**src/rtl/icap_seq_pkg.sv**
```systemverilog
// Shared types, IPROG command words and helpers for the ICAP reboot sequencer.
package icap_seq_pkg;

  typedef enum logic [1:0] {
    S_IDLE = 2'd0,
    S_REQ  = 2'd1,
    S_GAP  = 2'd2,
    S_FIN  = 2'd3
  } state_t;

  localparam logic [15:0] DUMMY     = 16'hFFFF;
  localparam logic [15:0] SYNC0     = 16'hAA99;
  localparam logic [15:0] SYNC1     = 16'h5566;
  localparam logic [15:0] WR_GEN1   = 16'h3261;
  localparam logic [15:0] WR_GEN2   = 16'h3281;
  localparam logic [15:0] WR_CMD    = 16'h30A1;
  localparam logic [15:0] CMD_IPROG = 16'h000E;
  localparam logic [15:0] NOOP      = 16'h2000;

  localparam int SEQ_LEN = 10;

  typedef struct packed {
    logic        cyc;
    logic        stb;
    logic        we;
    logic [31:0] dat;
  } wb_req_t;

  function automatic logic [7:0] bit_rev8(input logic [7:0] b);
    logic [7:0] r;
    for (int i = 0; i < 8; i++) r[i] = b[7-i];
    return r;
  endfunction

endpackage

```
**src/rtl/icap_seq_rom.sv**
```systemverilog
// IPROG word table: 10 fixed/address-derived 16-bit words indexed 0..9.
module icap_seq_rom
  import icap_seq_pkg::*;
#(
  parameter logic [7:0] OPCODE = 8'h0B
) (
  input  logic [3:0]  idx,
  input  logic [23:0] addr,
  output logic [15:0] word
);

  always_comb begin
    word = NOOP;
    case (idx)
      4'd0:    word = DUMMY;
      4'd1:    word = SYNC0;
      4'd2:    word = SYNC1;
      4'd3:    word = WR_GEN1;
      4'd4:    word = addr[15:0];
      4'd5:    word = WR_GEN2;
      4'd6:    word = {OPCODE, addr[23:16]};
      4'd7:    word = WR_CMD;
      4'd8:    word = CMD_IPROG;
      4'd9:    word = NOOP;
      default: word = NOOP;
    endcase
  end

endmodule

```
**src/rtl/icap_reboot_seq.sv**
```systemverilog
// Wishbone master streaming the S3A IPROG sequence byte-wise into the ICAP slave.
// Optional per-byte ack timeout enabled by defining ICAP_SEQ_TIMEOUT_EN.
module icap_reboot_seq
  import icap_seq_pkg::*;
#(
  parameter logic [7:0] OPCODE  = 8'h0B,
  parameter bit         BITSWAP = 1'b1,
  parameter int         TIMEOUT = 16
) (
  input  logic        clk,
  input  logic        reset_n,
  input  logic        go,
  input  logic [23:0] boot_addr,
  output logic        busy,
  output logic        done,
  output logic        error,
  output logic        wb_cyc_o,
  output logic        wb_stb_o,
  output logic        wb_we_o,
  output logic [31:0] wb_dat_o,
  input  logic        wb_ack_i
);

  state_t      state, state_nxt;
  logic [3:0]  idx;
  logic        bsel;
  logic [23:0] addr_q;
  logic [15:0] word;
  logic [7:0]  cur_byte;
  logic        last;
  logic        timeout_hit;
  wb_req_t     req;

  icap_seq_rom #(.OPCODE(OPCODE)) u_rom (
    .idx  (idx),
    .addr (addr_q),
    .word (word)
  );

  assign cur_byte = bsel ? word[7:0] : word[15:8];
  assign last     = (idx == 4'(SEQ_LEN - 1)) && bsel;

`ifdef ICAP_SEQ_TIMEOUT_EN
  localparam logic [15:0] TO_LAST = 16'(TIMEOUT - 1);
  logic [15:0] to_cnt;
  logic        error_q;

  assign timeout_hit = (state == S_REQ) && !wb_ack_i && (to_cnt == TO_LAST);

  // to_cnt is zero whenever REQ is entered since every other state clears it
  always_ff @(posedge clk or negedge reset_n) begin
    if (!reset_n) begin
      to_cnt  <= '0;
      error_q <= 1'b0;
    end else begin
      to_cnt <= (state == S_REQ) ? to_cnt + 16'd1 : 16'd0;
      if (state == S_IDLE && go) error_q <= 1'b0;
      else if (timeout_hit)      error_q <= 1'b1;
    end
  end

  assign error = error_q;
`else
  logic unused_timeout;
  assign unused_timeout = ^TIMEOUT;
  assign timeout_hit    = 1'b0;
  assign error          = 1'b0;
`endif

  always_ff @(posedge clk or negedge reset_n) begin
    if (!reset_n) state <= S_IDLE;
    else          state <= state_nxt;
  end

  always_comb begin
    state_nxt = state;
    case (state)
      S_IDLE: if (go) state_nxt = S_REQ;
      S_REQ: begin
        if (wb_ack_i)         state_nxt = S_GAP;
        else if (timeout_hit) state_nxt = S_FIN;
      end
      S_GAP:   state_nxt = last ? S_FIN : S_REQ;
      S_FIN:   state_nxt = S_IDLE;
      default: state_nxt = S_IDLE;
    endcase
  end

  // Address is captured once per run so later boot_addr changes cannot leak in
  always_ff @(posedge clk or negedge reset_n) begin
    if (!reset_n) begin
      idx    <= '0;
      bsel   <= 1'b0;
      addr_q <= '0;
    end else begin
      case (state)
        S_IDLE: if (go) begin
          addr_q <= boot_addr;
          idx    <= '0;
          bsel   <= 1'b0;
        end
        S_GAP: if (!last) begin
          bsel <= ~bsel;
          if (bsel) idx <= idx + 4'd1;
        end
        default: ;
      endcase
    end
  end

  always_comb begin
    req = '0;
    if (state == S_REQ) begin
      req.cyc = 1'b1;
      req.stb = 1'b1;
      req.we  = 1'b1;
      req.dat = {24'h0, (BITSWAP ? bit_rev8(cur_byte) : cur_byte)};
    end
  end

  assign wb_cyc_o = req.cyc;
  assign wb_stb_o = req.stb;
  assign wb_we_o  = req.we;
  assign wb_dat_o = req.dat;
  assign busy     = (state != S_IDLE);
  assign done     = (state == S_FIN);

endmodule
```
**config.mk**
```make
export PLATFORM = sky130hd
export DESIGN_NAME = icap_reboot_seq
export DESIGN_NICKNAME = d
export VERILOG_FILES = /design/src/rtl/icap_seq_pkg.sv /design/src/rtl/icap_seq_rom.sv /design/src/rtl/icap_reboot_seq.sv
export SDC_FILE = /design/constraint.sdc
export NUM_CORES = 1
export LEC_CHECK = 0
export CORE_MARGIN = 8
export CORE_UTILIZATION = 50
export CTS_CLUSTER_DIAMETER = 100
export DETAILED_ROUTE_END_ITERATION = 8
export HOLD_SLACK_MARGIN = 0.12
export PLACE_DENSITY = 0.94
export SLEW_MARGIN = 0
export SYNTH_ARGS = -nofsm -noshare
export SYNTH_HDL_FRONTEND = slang
export SYNTH_SLANG_ARGS = --single-unit
```
**constraint.sdc**
```tcl
create_clock -name clk -period 5.6 [get_ports clk]
set_input_delay 1.68 -clock clk [delete_from_list [all_inputs] [get_ports clk]]
set_output_delay 1.68 -clock clk [all_outputs]
set_load 0.01 [all_outputs]
```
* Yosys cells after proc, flatten, opt, wreduce, memory -nomap -nowiden *
Cells that the tools add are included.

word-level totals
  bits in writable memories = 0
  bits in latches = 0
  output and inout bits = 38
  memory bits (read-only) = 0
  memories = 0
  word-level logic and storage cells = 45
  register bits = 31

operators by class
  order comparisons = 0
  bitwise gates (word level) = 1
  equal/unequal tests = 16
  reductions and logical operators = 9
  shift operators = 0
  muxes and demuxes = 14
  divide/modulo/power cells = 0
  $add $sub $neg = 1
  multiply operators = 0

operators by type and width
  kind                                                              count
  16-bit case mux with 9 select lines                               1
  35-bit two-way mux                                                1
  4-bit by 3-bit == test with 1-bit output (second input constant)  4
  4-bit two-way mux                                                 3
  4-bit by 2-bit == test with 1-bit output (second input constant)  2
  4-bit == test (second input constant)                             2
  8-bit two-way mux                                                 1
  2-bit != test (second input constant)                             4
  2-bit case mux with 4 select lines                                1
  4-bit case mux with 2 select lines                                1
  2-bit two-way mux                                                 3
  4-bit by 1-bit adder with 4-bit output (second input constant)    1
  2-bit == test (second input constant)                             2
  4-bit by 1-bit == test with 1-bit output (second input constant)  1
  4-bit logical NOT                                                 1
  2-bit AND reduction                                               2
  4-bit AND reduction                                               1
  2-bit nonzero test                                                2
  3-bit AND reduction                                               1
  2-bit by 1-bit == test with 1-bit output (second input constant)  1
  2-bit logical NOT                                                 1
  1-bit two-way mux                                                 2
  1-bit case mux with 2 select lines                                1
  1-bit logical AND                                                 1
  1-bit inverter                                                    1

* Longest topological paths before layout *
  depth after elaboration = 4
  depth in mapped cells = 7

* Hierarchy *
Synthesis repeated with hierarchy kept, for this count alone.

second synthesis, totals
  cell total of the unflattened synthesis = 204
  area total of the unflattened synthesis = 2135.8 um^2

modules (own cells, without submodules)
  module           instances  area an instance (um^2)  cells an instance
  icap_reboot_seq  1          1741.7                   140
  icap_seq_rom     1          394.1                    64

* Worst setup path after synthesis *
No wires, ideal clock.

  path type = flip-flop to output port
  start point = register idx[0]
  end point = output wb_dat_o[4]
  stages on the path, launching flop included = 8
  arrival = 1.598 ns
  setup slack = 2.322 ns
  cell sequence = dfrtp_1 -> inv_1 -> ha_1 -> clkbuf_1 -> a32o_1 -> and3_1 -> a2111oi_0 -> nor2_1

on the way
  cells in the longest elaborated chain, start to end = 4
  elaborated cells between the ends (all ways) = 12

ends and longest elaborated chain
  what                                         line                    RTL
  start: declaration                           icap_reboot_seq.sv:25   logic [3:0] idx;
  start signal: assignment                     icap_reboot_seq.sv:104  if (bsel) idx <= idx + 4'd1;
  4-bit == test, or another cell as far along  icap_seq_rom.sv:14      case (idx)
  16-bit case mux with 9 select lines (*)      icap_seq_rom.sv:14
  8-bit two-way mux (*)                        icap_reboot_seq.sv:40   assign cur_byte = bsel ? word[7:0] : word[15:8];
  35-bit two-way mux (*)                       icap_reboot_seq.sv:113  if (state == S_REQ) begin
  end: declaration                             icap_reboot_seq.sv:20   output logic [31:0] wb_dat_o,

Mark *: on every way between the ends. The rest lies on a longest branch, timed or not.

* Worst setup path after layout *
  start point = register idx[0]
  end point = output wb_dat_o[2]

Same word-level chain as after synthesis.

==> flow_summary.ini <==
[critical_path]
critPathLaunchType = flip-flop
crit_required_ns = 3.92
rrSetupSlack_ns = 3.75
crit-reg2reg-capture = idx[1]$_DFFE_PN0P_
worstReg2RegStart = idx[1]$_DFFE_PN0P_
endpoint_kind = primary output
path_max_fanout = 23
critPathKind = flip-flop to primary output
rr_worst_depth = 6
arrival_ns = 2.87

[global_route]
grt-ovfl-total = 0
antenna_found_initial = 0
grt_use_total = 0.1458
grt_pass1_wl_um = 7369
grt_max_degree = 32
grt_pass1_vias = 1606

[logic_synthesis]
synth_area_mm2 = 0.002001
synth_cells = 201
synth-seq-cells = 31
yosysWarningCount = 0
syn_avg_cell_area_um2 = 9.954
synth-seq-area-share = 0.3877
ys.flop_type = dfrtp_1
yosys.cell_types.count = 46
synth-edff-count = 0
ys_async_sr_fraction = 1.000

[pwr]
p_leak_nw = 1.032
pwr_density_cell_mw_per_mm2 = 513.9
peakVddDrop_v = 0.0003589

[clocking]
tritoncts = yes
clk_pin_slew_ns = 0.07
clock_latency_ns = 0.28
cts_resized = 0
cts-htree-levels = 2
post_cts_buffers = 0
holdBufCountCts = 0
cts.sinks = 31
cts_buffer_depth = 2
numCtsBuffers = 5
cts-root-buf = clkbuf_8

[cells_and_area]
area_delta_synth_final_pct = 21.20
fin_cells = 285
drive_gt1_frac = 0.08085
diodes = 0
fin_util = 0.6196
final_nets = 267
num-fill-cells = 328

[worst_hold_path]
hold_class = flip-flop to flip-flop
min_from = addr_q[7]$_DFFE_PN0P_
hold_depth = 1
min_delay_worst_endpoint = addr_q[7]$_DFFE_PN0P_

[run]
drv_cap = 0

[timing]
fin_setup_tns_ns = 0
max_freq_mhz = 219.8
fin_ws_ns = 1.051
period_share = 0.8123
max-slew-margin-rel = 0.5388
post-route-min-period_ns = 4.549
rsz0062_at_grt = false
setup_viol = 0
slew_violations = 0
tightest_slew_ns = 0.6918
hold_ws_ns = 0.4901
skew_ns = 0.004499
hold_viol = 0

[placement]
port_buffers = 40
pre_cts_slack_ns = 1.385
gp_congestion = 0.8936
dp.cells = 277
dp_hpwl_um = 3386

[floorplanning]
io_pins = 66
start_util = 0.5112
die_h_um = 79.26
core_mm2 = 0.003914
row_count = 23
die_area_mm2 = 0.006281
die_w_um = 79.26

[route]
ant_nets = 0
avgViaCountPerCell = 5.393
drtPass1Iterations = 4
vias = 1537
drc = 0
detail_route.iter0.violations = 99
post_drt_wl_per_cell_um = 15.68
routed_wl_um = 4469

[outcome]
status = finished clean
through the flow:
stage | total power [mW] | area, um2
3_3_place_gp | 0.9606 | 2288
2_1_floorplan | 0.7843 | 2091
5_1_grt | 1.330 | 2425
3_5_place_dp | 0.9804 | 2288
6_report | 1.246 | 2425
4_1_cts | 1.249 | 2425
worst max-delay path, cell delays in order, from the launching register on:
cell,delay [ns]
dfrtp_1,0.42
inv_1,0.15
ha_1,0.63
nor2b_1,0.31
mux2i_1,0.21
o41ai_1,0.09
a21oi_1,0.21
clkdlybuf4s50_1,0.57
cell usage after synthesis, types with 3 or more instances:
cell type	n	area share
o22ai_1	3	0.0094
nor2_1	12	0.023
clkbuf_1	4	0.0075
buf_4	28	0.11
nor3_1	3	0.0075
nor2b_1	3	0.0094
mux2_1	18	0.10
nand2b_1	3	0.0094
a22oi_1	4	0.015
nand2_1	9	0.017
dfrtp_1	31	0.39
nand3_1	6	0.015
inv_1	8	0.015
buf_2	5	0.013
a21oi_1	6	0.015
mux2_2	6	0.034
ha_1	5	0.031
o21ai_0	10	0.025
per-layer routing:
metal	vias up	share of wire	track usage
li1	719	-	-
met1	728	0.42	0.1770
met2	83	0.45	0.2276
met3	7	0.11	0.05869
met4	0	0.014	0.05185
met5	-	0	0
registers in the layout, summed over array words and instances, names as in the netlist:
signal,count
addr_q,24
idx,4
bsel,1
state,2
where the power goes:
group / internal, mW / switching (mW) / total [mW]
combinational: 0.291 / 0.280 / 0.571
sequential: 0.326 / 0.0855 / 0.412
clock: 0.177 / 0.0864 / 0.264
final cells by class:
| type | instances | area [um2] | area share |
|---|---|---|---|
| multi-input cells | 147 | 1012 | 0.4174 |
| repair buffers | 41 | 407.9 | 0.1682 |
| well taps | 50 | 62.56 | 0.02580 |
| flip-flops and latches | 31 | 775.7 | 0.3199 |
| inverters | 8 | 30.03 | 0.01238 |
| clock buffers | 5 | 68.82 | 0.02838 |
| clock inverters | 3 | 67.56 | 0.02786 |
logic make-up after synthesis:
group / count (synthesis) / synth area share
multiplexers: 26 / 0.1451
other: 1 / 0.001874
AO/OA/AOI/OAI: 42 / 0.1445
adder cells (fa/ha/maj): 5 / 0.03127
flip-flops: 31 / 0.3877
AND/OR/NAND/NOR: 47 / 0.1295
buffers and inverters: 47 / 0.1513
XOR/XNOR: 2 / 0.008757
cell usage in the layout (no fill, tap or decap), types with 3 or more instances in the layout:
master,n
clkbuf_8,5
nand3_1,6
nor3_1,3
nor2b_1,3
nand2b_1,3
o21ai_0,10
conb_1,25
mux2_1,18
o22ai_1,3
inv_1,8
ha_1,5
a22oi_1,4
nor2_1,12
mux2_2,6
dfrtp_1,31
a21oi_1,6
clkdlybuf4s50_1,40
nand2_1,9
worst max path at each step:
stage	slack (ns)	from	end	cells past startpoint
2_1_floorplan	2.32	idx[0]$_DFFE_PN0P_	wb_dat_o[4]	7
6_report	1.05	idx[0]$_DFFE_PN0P_	wb_dat_o[2]	7
4_1_cts	1.08	idx[0]$_DFFE_PN0P_	wb_dat_o[2]	7
3_3_place_gp	1.43	idx[0]$_DFFE_PN0P_	wb_dat_o[2]	7
5_1_grt	0.85	idx[0]$_DFFE_PN0P_	wb_dat_o[2]	7
3_5_place_dp	1.38	idx[0]$_DFFE_PN0P_	wb_dat_o[2]	7
Power figures use the tool's default switching activity.
